## src/rtl/fetch_pkg.sv

```systemverilog
// rtl/fetch_pkg.sv - shared types and constants for the instruction fetch stage
package fetch_pkg;

    typedef enum logic {
        RUN  = 1'b0,
        HALT = 1'b1
    } fetch_state_e;

    typedef enum logic [1:0] {
        IFID_HOLD  = 2'd0,
        IFID_FLUSH = 2'd1,
        IFID_LOAD  = 2'd2
    } ifid_op_e;

    localparam logic [31:0] NOP              = 32'h0000_0000;
    localparam logic [31:0] DEFAULT_RESET_PC = 32'h0000_0000;

endpackage

```

## src/rtl/instruction_fetch_if.sv

```systemverilog
// rtl/instruction_fetch_if.sv - memory, control and IF/ID bundle of the fetch stage
interface instruction_fetch_if;

    logic        Stall;
    logic        Redirect;
    logic [31:0] RedirectTarget;
    logic [31:0] Address;
    logic [31:0] Instruction;
    logic [31:0] IFID_Instruction;
    logic [31:0] IFID_PCPlus4;
    logic        IFID_Valid;
    logic        Fault;

    modport master (
        input  Stall,
        input  Redirect,
        input  RedirectTarget,
        input  Instruction,
        output Address,
        output IFID_Instruction,
        output IFID_PCPlus4,
        output IFID_Valid,
        output Fault
    );

    modport slave (
        output Stall,
        output Redirect,
        output RedirectTarget,
        output Instruction,
        input  Address,
        input  IFID_Instruction,
        input  IFID_PCPlus4,
        input  IFID_Valid,
        input  Fault
    );

endinterface

```

## src/rtl/ifid_register.sv

```systemverilog
// rtl/ifid_register.sv - IF/ID pipeline register with hold, flush and load
module ifid_register
    import fetch_pkg::*;
(
    input  logic        clk_i,
    input  logic        rst_n_i,
    input  ifid_op_e    op_i,
    input  logic [31:0] instr_i,
    input  logic [31:0] pcplus4_i,
    output logic [31:0] instr_o,
    output logic [31:0] pcplus4_o,
    output logic        valid_o
);

    logic [31:0] instr_q;
    logic [31:0] pcplus4_q;
    logic        valid_q;

    // Load a fetched word, replace it with a bubble, or keep it for a stalled decode
    always_ff @(posedge clk_i or negedge rst_n_i) begin
        if (!rst_n_i) begin
            instr_q   <= NOP;
            pcplus4_q <= 32'h0;
            valid_q   <= 1'b0;
        end else begin
            case (op_i)
                IFID_LOAD: begin
                    instr_q   <= instr_i;
                    pcplus4_q <= pcplus4_i;
                    valid_q   <= 1'b1;
                end
                IFID_FLUSH: begin
                    instr_q   <= NOP;
                    pcplus4_q <= 32'h0;
                    valid_q   <= 1'b0;
                end
                default: ;
            endcase
        end
    end

    assign instr_o   = instr_q;
    assign pcplus4_o = pcplus4_q;
    assign valid_o   = valid_q;

endmodule

```

## src/rtl/instruction_fetch.sv

```systemverilog
// rtl/instruction_fetch.sv - PC register, RUN/HALT control and fetch-fault detection
module instruction_fetch
    import fetch_pkg::*;
#(
    parameter logic [31:0] RESET_PC  = DEFAULT_RESET_PC,
    parameter int unsigned MEM_WORDS = 1025
) (
    input  logic                Clk,
    input  logic                Reset_n,
    instruction_fetch_if.master bus
);

    // Bounds are compared at 33 bits so a PC+4 carry-out also counts as out of range
    localparam logic [32:0] MEM_BYTES = 33'(MEM_WORDS) << 2;

    fetch_state_e state_q, state_d;
    logic [31:0]  pc_q, pc_d;
    logic         fault_q, fault_d;
    ifid_op_e     ifid_op;

    logic [32:0]  seq_sum;
    logic         pc_bad;
    logic         redirect_bad;
    logic         seq_bad;
    logic         fault_event;

    assign seq_sum      = {1'b0, pc_q} + 33'd4;
    // Checking the current PC catches a bad RESET_PC on the first edge after reset
    assign pc_bad       = (pc_q[1:0] != 2'b00) || ({1'b0, pc_q} >= MEM_BYTES);
    assign redirect_bad = (bus.RedirectTarget[1:0] != 2'b00) ||
                          ({1'b0, bus.RedirectTarget} >= MEM_BYTES);
    assign seq_bad      = seq_sum >= MEM_BYTES;
    assign fault_event  = (state_q == RUN) &&
                          (pc_bad ||
                           (bus.Redirect && redirect_bad) ||
                           (!bus.Redirect && !bus.Stall && seq_bad));

    // State, PC and sticky fault registers
    always_ff @(posedge Clk or negedge Reset_n) begin
        if (!Reset_n) begin
            state_q <= RUN;
            pc_q    <= RESET_PC;
            fault_q <= 1'b0;
        end else begin
            state_q <= state_d;
            pc_q    <= pc_d;
            fault_q <= fault_d;
        end
    end

    // Next state and next PC: redirect beats stall, any fault freezes the PC
    always_comb begin
        state_d = state_q;
        pc_d    = pc_q;
        if (state_q == RUN) begin
            if (fault_event) begin
                state_d = HALT;
            end else if (bus.Redirect) begin
                pc_d = bus.RedirectTarget;
            end else if (!bus.Stall) begin
                pc_d = seq_sum[31:0];
            end
        end
    end

    // IF/ID control and fault flag for the current state and inputs
    always_comb begin
        ifid_op = IFID_HOLD;
        fault_d = fault_q;
        case (state_q)
            RUN: begin
                if (fault_event) begin
                    ifid_op = IFID_FLUSH;
                    fault_d = 1'b1;
                end else if (bus.Redirect) begin
                    ifid_op = IFID_FLUSH;
                end else if (!bus.Stall) begin
                    ifid_op = IFID_LOAD;
                end
            end
            HALT: begin
                ifid_op = IFID_FLUSH;
                fault_d = 1'b1;
            end
            default: ;
        endcase
    end

    ifid_register u_ifid (
        .clk_i     (Clk),
        .rst_n_i   (Reset_n),
        .op_i      (ifid_op),
        .instr_i   (bus.Instruction),
        .pcplus4_i (seq_sum[31:0]),
        .instr_o   (bus.IFID_Instruction),
        .pcplus4_o (bus.IFID_PCPlus4),
        .valid_o   (bus.IFID_Valid)
    );

    assign bus.Address = pc_q;
    assign bus.Fault   = fault_q;

endmodule

```

## src/flat_wrapper.sv

```systemverilog
// flat-port wrapper written by rule: the top's interface ports become plain ports
module instruction_fetch_flat import fetch_pkg::*;
#(
    parameter logic [31:0] RESET_PC  = DEFAULT_RESET_PC,
    parameter int unsigned MEM_WORDS = 1025
)
  (Clk, Reset_n, bus_Stall, bus_Redirect, bus_RedirectTarget, bus_Instruction, bus_Address, bus_IFID_Instruction, bus_IFID_PCPlus4, bus_IFID_Valid, bus_Fault);
  instruction_fetch_if bus_i ();
  input  logic Clk;
  input  logic Reset_n;
  input wire logic [$bits(bus_i.Stall)-1:0] bus_Stall;
  input wire logic [$bits(bus_i.Redirect)-1:0] bus_Redirect;
  input wire logic [$bits(bus_i.RedirectTarget)-1:0] bus_RedirectTarget;
  input wire logic [$bits(bus_i.Instruction)-1:0] bus_Instruction;
  output wire logic [$bits(bus_i.Address)-1:0] bus_Address;
  output wire logic [$bits(bus_i.IFID_Instruction)-1:0] bus_IFID_Instruction;
  output wire logic [$bits(bus_i.IFID_PCPlus4)-1:0] bus_IFID_PCPlus4;
  output wire logic [$bits(bus_i.IFID_Valid)-1:0] bus_IFID_Valid;
  output wire logic [$bits(bus_i.Fault)-1:0] bus_Fault;
  assign bus_i.Stall = bus_Stall;
  assign bus_i.Redirect = bus_Redirect;
  assign bus_i.RedirectTarget = bus_RedirectTarget;
  assign bus_i.Instruction = bus_Instruction;
  assign bus_Address = bus_i.Address;
  assign bus_IFID_Instruction = bus_i.IFID_Instruction;
  assign bus_IFID_PCPlus4 = bus_i.IFID_PCPlus4;
  assign bus_IFID_Valid = bus_i.IFID_Valid;
  assign bus_Fault = bus_i.Fault;
  instruction_fetch #(.RESET_PC(RESET_PC), .MEM_WORDS(MEM_WORDS)) u_core (.Clk(Clk), .Reset_n(Reset_n), .bus(bus_i));
endmodule
```

## config.mk

```make
export PLATFORM = sky130hd
export DESIGN_NAME = instruction_fetch_flat
export DESIGN_NICKNAME = d
export VERILOG_FILES = /design/src/rtl/fetch_pkg.sv /design/src/rtl/instruction_fetch_if.sv /design/src/rtl/ifid_register.sv /design/src/rtl/instruction_fetch.sv /design/src/flat_wrapper.sv
export SDC_FILE = /design/constraint.sdc
export NUM_CORES = 1
export LEC_CHECK = 0
export ABC_AREA = 0
export CAP_MARGIN = 20
export CORE_UTILIZATION = 48
export CTS_BUF_LIST = sky130_fd_sc_hd__clkbuf_4 sky130_fd_sc_hd__clkbuf_8 sky130_fd_sc_hd__clkbuf_16
export CTS_CLUSTER_DIAMETER = 40
export DETAILED_ROUTE_END_ITERATION = 7
export PLACE_DENSITY_LB_ADDON = 0.05
export SETUP_SLACK_MARGIN = 0.15
export SYNTH_ARGS = -nofsm -noshare
export SYNTH_HDL_FRONTEND = slang
export SYNTH_HIERARCHICAL = 1
export SYNTH_SLANG_ARGS = --single-unit
```

## constraint.sdc

```tcl
create_clock -name Clk -period 4.3 [get_ports Clk]
set_input_delay 0.86 -clock Clk [delete_from_list [all_inputs] [get_ports Clk]]
set_output_delay 0.86 -clock Clk [all_outputs]
set_load 0.02 [all_outputs]
```

==> results of run 1 <==
routing by layer:
layer  GRT usage, %  up-vias
li1               -     2352
met1           36.0     2245
met2           38.7      235
met3           4.58       18
met4           7.53        0
met5              0        -
sequential cells by signal (all words and copies together) (netlist names):
name,cells
u_core/bus.Address,32
u_core/state_q,1
u_core/u_ifid/pcplus4_o,32
u_core/bus.Fault,1
u_core/u_ifid/instr_o,32
u_core/u_ifid/valid_o,1
synthesized netlist by cell type (all sizes together) (7+ instances only):
master and count:
xor2 13, buf 33, xnor2 11, nand2 85, inv 13, and3 10
nor2 17, clkbuf 35, nor4 24, nor3 7, nand4 14, a31o 8
nand3 22, dfrtp 99, o21ai 74, mux2i 9, nand2b 67
worst max path at each step:
stage	from	slack (ns)	endpoint
after floorplan	u_core/bus.Address[2]	0.89	u_core/u_ifid/instr_o[30]
after global placement	bus_RedirectTarget[4]	0.32	u_core/u_ifid/pcplus4_o[12]
after detailed placement	bus_RedirectTarget[4]	0.24	u_core/u_ifid/pcplus4_o[3]
after CTS	u_core/bus.Address[6]	0.33	u_core/u_ifid/pcplus4_o[15]
after global routing	u_core/bus.Address[9]	0.16	u_core/u_ifid/pcplus4_o[15]
final	u_core/bus.Address[3]	0.43	u_core/u_ifid/instr_o[6]
report_power, final:
part	switching (mW)	total, mW	internal (mW)
combinational	0.0376	0.0960	0.0584
clock	0.347	0.881	0.534
sequential	0.000000000000000259	0.931	0.931
total	0.385	1.91	1.52
worst max-delay path: cells and delay by family (launching register included):
| family | cells | cell delay (ns) |
|---|---|---|
| compound gates | 2 | 0.53 |
| flops | 1 | 0.45 |
| simple gates | 7 | 1.92 |
| fa+ha+maj | 2 | 0.48 |
| buf+inv | 2 | 0.39 |
kinds of logic (layout without fill, tap and decap cells):
family,Yosys count,in the layout,share of synthesized area (%)
mux,11,11,2.07
flops,99,99,45.6
simple gates,268,268,26.8
xor+xnor,24,24,3.87
buf+inv,81,211,7.41
fa+ha+maj,6,6,1.38
compound gates,114,114,12.9
per-stage QoR:
| step | cell area [um^2] | worst slack, ns | total power, mW |
|---|---|---|---|
| 6_report | 7430 | 0.429 | 1.91 |
| 5_1_grt | 7430 | 0.160 | 1.98 |
| 4_1_cts | 7410 | 0.329 | 1.93 |
| 3_5_place_dp | 7080 | 0.245 | 1.05 |
| 3_3_place_gp | 7080 | 0.320 | 1.04 |
| 2_1_floorplan | 5440 | 0.895 | 0.960 |
layout make-up:
cell class / instances / area (um^2) / area share, %
Clock buffer: 11 / 246 / 3.32
Clock inverter: 5 / 83.8 / 1.13
Inverter: 13 / 48.8 / 0.657
Multi-Input combinational cell: 423 / 2580 / 34.8
Sequential cell: 99 / 2480 / 33.3
Tap cell: 140 / 175 / 2.36
Timing Repair Buffer: 182 / 1810 / 24.4
==> results.sh, run 1 <==
export IMPL_wl_met3_um=1030
export IMPL_hold_depth=0
export IMPL_worstReg2RegEnd="u_core/u_ifid/instr_o[6]"
export IMPL_yosysWarningCount=6
export IMPL_ctsHtreeMaxLevel=3
export IMPL_drt_iter0_drc=409
export IMPL_worst_slew_pin_slew_ns=0.867
export IMPL_hold_viol_final=0
export IMPL_grt_overflow=0
export IMPL_critPathSlowestCell="dfrtp_1"
export IMPL_die_y_um=108
export IMPL_min_to="u_core/bus.Address[0]"
export IMPL_relSlewSlack_pct=42.2
export IMPL_stdcell_count=873
export IMPL_critical_path_peak_fanout=64
export IMPL_drc=0
export IMPL_mostFrequentLayoutCells="clkdlybuf4s50_1 (164), dfrtp_1 (99), nand2_1 (85)"
export IMPL_endpoint_kind="flop"
export IMPL_place_congestion=0.865
export IMPL_synth_top_cell_by_area="dfrtp_1"
export IMPL_clk_pin_slew_ns=0.07
export IMPL_cts_hold_buf=0
export IMPL_syn_to_final_growth_pct=36.7
export IMPL_pwr_density_cell_nw_per_um2=257
export IMPL_synth_ff_type="dfrtp_1"
export IMPL_dr_total_vias=4850
export IMPL_io_pins=166
export IMPL_vdd_ir_drop_worst_uv=216
export IMPL_numClockSinks=99
export IMPL_worst_ep_arrival_time_ns=4.13
export IMPL_layout_nets=802
export IMPL_holdCritStartpoint="u_core/bus.Address[0]"
export IMPL_top_layer="met4"
export IMPL_status="finished clean"
export IMPL_ys_types=58
export IMPL_criticalPathCategory="reg2reg"
export IMPL_wl_um=14500
export IMPL_cp_common_cell="ha_1"
export IMPL_ys_top_cells_by_area="dfrtp_1 (46%), nand2b_1 (7.7%), nand2_1 (5.9%)"
export IMPL_final_common_cell="clkdlybuf4s50_1"
export IMPL_portBuffers=165
export IMPL_ant_nets=0
export IMPL_hp_class="reg2reg"
export IMPL_syn_inst=603
export IMPL_vias_per_cell=5.56
export IMPL_wl_met2_um=6500
export IMPL_m1WireLength_um=6770
export IMPL_clk_latency_ns=0.34
export IMPL_chipWidth_um=108
export IMPL_period_minus_slack_ns=3.87
export IMPL_antenna_found_initial=0
export IMPL_regToRegStartpoint="u_core/bus.Address[3]"
export IMPL_yosys_register_bits=99
export IMPL_finalSetupViolCount=0
export IMPL_postCtsSetupBuffers=0
export IMPL_synth_edf_count=0
export IMPL_dieArea_um2=11800
export IMPL_detail_route_wl_per_cell_um=16.6
export IMPL_min_period_over_period_pct=90.0
export IMPL_skew_ns=0.00658
export IMPL_mappedNetlistNets=677
export IMPL_n_antenna_cell=0
export IMPL_whs_ns=0.440
export IMPL_synth_area_um2=5440
export IMPL_reg2reg_depth=13
export IMPL_drv_cap=0
export IMPL_ys_seq_area_share_pct=45.6
export IMPL_clockRootBuffer="clkbuf_16"
export IMPL_hpwl_um=10400
export IMPL_final_util_pct=68.0
export IMPL_fmax_mhz=258
export IMPL_max_stage_delay_ns=0.45
export IMPL_numCtsBuffers=9
export IMPL_start_util_pct=49.7
export IMPL_crit_chain="ha_1 -> and3_1 -> nand4_4 -> o31a_1 -> nor4_1 -> nand4_1 -> or2_1 -> nor2_1 -> inv_1 -> ha_1 -> buf_4 -> nand2b_1 -> o21ai_1"
export IMPL_clockBufferDepth=2
export IMPL_regToRegSetupSlack_ns=0.43
export IMPL_first_pass_iters=5
export IMPL_async_flop_share_pct=100
export IMPL_grt_pass1_vias=4601
export IMPL_core_um2=10900
export IMPL_rsz0062_at_grt="no"
export IMPL_slew_violations=0
export IMPL_crit_required_ns=4.56
export IMPL_std_cell_rows=38
export IMPL_cts_tree="built"
export IMPL_grt_usage_pct=25.1
export IMPL_grt_pass1_wl_um=23000
export IMPL_crit_path_start_kind="flop"
export IMPL_p_leak_nw=3.11
export IMPL_syn_avg_cell_area_um2=9.02
export IMPL_yosysTopAreaCellShare_pct=45.6
export IMPL_tns_ns=0
export IMPL_dp_cells=857
export IMPL_cts_resized=0
export IMPL_nFillCells=864
export IMPL_grt_start_max_net_pins=70
export IMPL_drive_gt1_share_pct=6.41
No activity file was read; power rests on OpenSTA's default activity.
==> run 2: changes to the inputs <==
--- a/config.mk
+++ b/config.mk
@@ -5,9 +5,9 @@
 export SDC_FILE = /design/constraint.sdc
 export NUM_CORES = 1
 export LEC_CHECK = 0
-export ABC_AREA = 0
+export ABC_AREA = 1
 export CAP_MARGIN = 20
-export CORE_UTILIZATION = 48
+export CORE_UTILIZATION = 47
 export CTS_BUF_LIST = sky130_fd_sc_hd__clkbuf_4 sky130_fd_sc_hd__clkbuf_8 sky130_fd_sc_hd__clkbuf_16
 export CTS_CLUSTER_DIAMETER = 40
 export DETAILED_ROUTE_END_ITERATION = 7
==> run 2 against run 1 <==
Final cell count up 15%; combinational power up 130%; clock-buffer cell count is 1 lower; core utilization down 1.7 points; hold slack lost 0.017 ns; clock power shrank 9.8%.
==> results.sh, run 2 <==
export IMPL_nFillCells=974
export IMPL_endpoint_kind="flop"
export IMPL_place_area_um2=6950
export IMPL_ctsHtreeMaxLevel=3
export IMPL_wl_um=15500
export IMPL_synthMuxAreaShare_pct=0
export IMPL_synth_xor_xnor_area_share_pct=0
export IMPL_mostFrequentLayoutCells="nand2_1 (288), clkdlybuf4s50_1 (164), dfrtp_1 (99)"
export IMPL_grt_pass1_wl_um=24500
export IMPL_critical_path_top_delay_family="simple AND/OR/NAND/NOR gates"
export IMPL_p_int_mw=1.51
export IMPL_std_cell_rows=38
export IMPL_detail_route_wl_per_cell_um=15.4
export IMPL_ys_seq_area_share_pct=46.5
export IMPL_skew_ns=0.00883
export IMPL_clockBufferDepth=2
export IMPL_synth_top_cell_by_area="dfrtp_1"
export IMPL_critPathSlowestCell="inv_2"
export IMPL_start_util_pct=48.8
export IMPL_tns_ns=0
export IMPL_final_common_cell="nand2_1"
export IMPL_numClockSinks=99
export IMPL_clk_latency_ns=0.34
export IMPL_synth_top_family_by_area="simple AND/OR/NAND/NOR gates"
export IMPL_vias_per_cell=5.18
export IMPL_synth_area_um2=5330
export IMPL_sequentialPowerShare_pct=48.8
export IMPL_synth_adder_area_share_pct=1.41
export IMPL_ys_top_cells_by_area="dfrtp_1 (46%), nand2_1 (20%), nand3_1 (8.1%)"
export IMPL_grt_start_max_net_pins=71
export IMPL_p_clk_share_pct=39.9
export IMPL_crit_required_ns=4.57
export IMPL_drt_iter0_drc=509
export IMPL_hp_class="reg2reg"
export IMPL_layout_nets=935
export IMPL_p_leak_nw=3.46
export IMPL_top_layer="met4"
export IMPL_grt_pass1_vias=4918
export IMPL_mappedNetlistNets=804
export IMPL_hpwl_um=11400
export IMPL_drive_gt1_share_pct=6.02
export IMPL_syn_inst=730
export IMPL_stdcell_count=1004
export IMPL_synthTopCellsByCount="nand2_1 (288), dfrtp_1 (99), nand3_1 (86)"
export IMPL_synth_compound_area_share_pct=2.11
export IMPL_status="finished clean"
export IMPL_dr_total_vias=5205
export IMPL_numCtsBuffers=9
export IMPL_yosys_register_bits=99
export IMPL_ant_nets=0
export IMPL_grt_usage_pct=27.1
export IMPL_postCtsSetupBuffers=0
export IMPL_first_pass_iters=6
export IMPL_pre_cts_ws_ns=0.378
export IMPL_dieArea_um2=11800
export IMPL_power_total_mw=1.99
export IMPL_min_period_over_period_pct=88.1
export IMPL_yosysWarningCount=6
export IMPL_core_um2=10900
export IMPL_place_congestion=0.915
export IMPL_p_comb_share_pct=11.2
export IMPL_switching_power_mw=0.483
export IMPL_synth_simple_gate_area_share_pct=41.7
export IMPL_fmax_mhz=264
export IMPL_async_flop_share_pct=100
export IMPL_multiInputGateArea_um2=2410
export IMPL_hold_viol_final=0
export IMPL_whs_ns=0.423
export IMPL_die_y_um=109
export IMPL_wl_met2_um=7240
export IMPL_max_stage_delay_ns=0.79
export IMPL_critical_path_peak_fanout=64
export IMPL_cts_tree="built"
export IMPL_synth_ff_type="dfrtp_1"
export IMPL_chipWidth_um=109
export IMPL_cp_common_cell="nand2_1"
export IMPL_dp_cells=990
export IMPL_cts_hold_buf=0
export IMPL_io_pins=166
export IMPL_drv_cap=0
export IMPL_vdd_ir_drop_worst_uv=187
export IMPL_m1WireLength_um=6780
export IMPL_crit_path_start_kind="flop"
export IMPL_syn_avg_cell_area_um2=7.30
export IMPL_path_buf_inv=4
export IMPL_rsz0062_at_grt="no"
export IMPL_grt_overflow=0
export IMPL_portBuffers=165
export IMPL_drc=0
export IMPL_crit_chain="ha_1 -> nand2_1 -> nor2_4 -> nand2_1 -> inv_1 -> nand2_1 -> nand2_1 -> nand2_1 -> nor2_1 -> nand2_1 -> nor2_1 -> nand2_1 -> o21ai_4 -> nand4_1 -> inv_1 -> inv_1 -> ha_2 -> inv_2 -> nand3_1 -> nand2_1"
export IMPL_fin_area_um2=7240
export IMPL_syn_to_final_growth_pct=35.8
export IMPL_relSlewSlack_pct=27.2
export IMPL_synth_edf_count=0
export IMPL_yosysTopAreaCellShare_pct=46.5
export IMPL_pwr_density_cell_nw_per_um2=275
export IMPL_ys_types=29
export IMPL_final_util_pct=66.2
export IMPL_worst_slack_ns=0.512
export IMPL_period_minus_slack_ns=3.79
export IMPL_worst_ep_arrival_time_ns=4.06
export IMPL_antenna_found_initial=0
export IMPL_cts_resized=0
export IMPL_finalSetupViolCount=0
export IMPL_clockRootBuffer="clkbuf_16"
export IMPL_worst_slew_pin_slew_ns=1.09
export IMPL_wl_met3_um=1230
export IMPL_regArea_um2=2480
export IMPL_slew_violations=0
export IMPL_criticalPathCategory="reg2reg"
export IMPL_synth_most_common_cell="nand2_1"
export IMPL_n_antenna_cell=0
export IMPL_clk_pin_slew_ns=0.07
export IMPL_swShare_pct=24.2
-- run 2: area by class of cell --
cell class,instances,share of cell area [%]
clock buffer,10,3.30
clock inverter,4,0.726
inverter,49,2.54
multi-input combinational,532,33.3
sequential,99,34.2
tap,140,2.42
timing repair buffer,170,23.5
-- run 2: final timing paths --
path | from | end | slack, ns | cells past startpoint
worst max-delay path | u_core/bus.Address[2] | u_core/u_ifid/instr_o[21] | 0.51 | 20
worst min register to register | u_core/bus.Address[1] | u_core/bus.Address[1] | 0.42 | 0
max in group asynchronous | Reset_n | u_core/u_ifid/pcplus4_o[15] | 2.76 | 2
worst min-delay path | u_core/bus.Address[1] | u_core/bus.Address[1] | 0.42 | 0
worst max register to register | u_core/bus.Address[2] | u_core/u_ifid/instr_o[21] | 0.51 | 20
min in group asynchronous | Reset_n | u_core/u_ifid/instr_o[17] | 0.62 | 1
-- run 2: power by group through the flow --
stage	Clock (mW)	Combinational (mW)	Sequential, mW
after global routing	0.844	0.243	0.973
final	0.795	0.224	0.972
after detailed placement	0	0.221	0.989
after CTS	0.802	0.223	0.972
after floorplan	0	0.0793	0.993
after global placement	0	0.221	0.989
-- run 2: logic make-up (layout without fill, tap and decap cells) --
logic type,count (synthesis),in the layout
adder cells (fa/ha/maj),6,6
AND/OR/NAND/NOR,507,507
AO/OA/AOI/OAI,19,19
buffers and inverters,99,233
flip-flops,99,99
-- run 2: layer usage --
layer	GRT usage, %	vias up
met2	44.7	212
li1	-	2574
met5	0	-
met1	36.3	2398
met3	5.42	21
met4	7.34	0
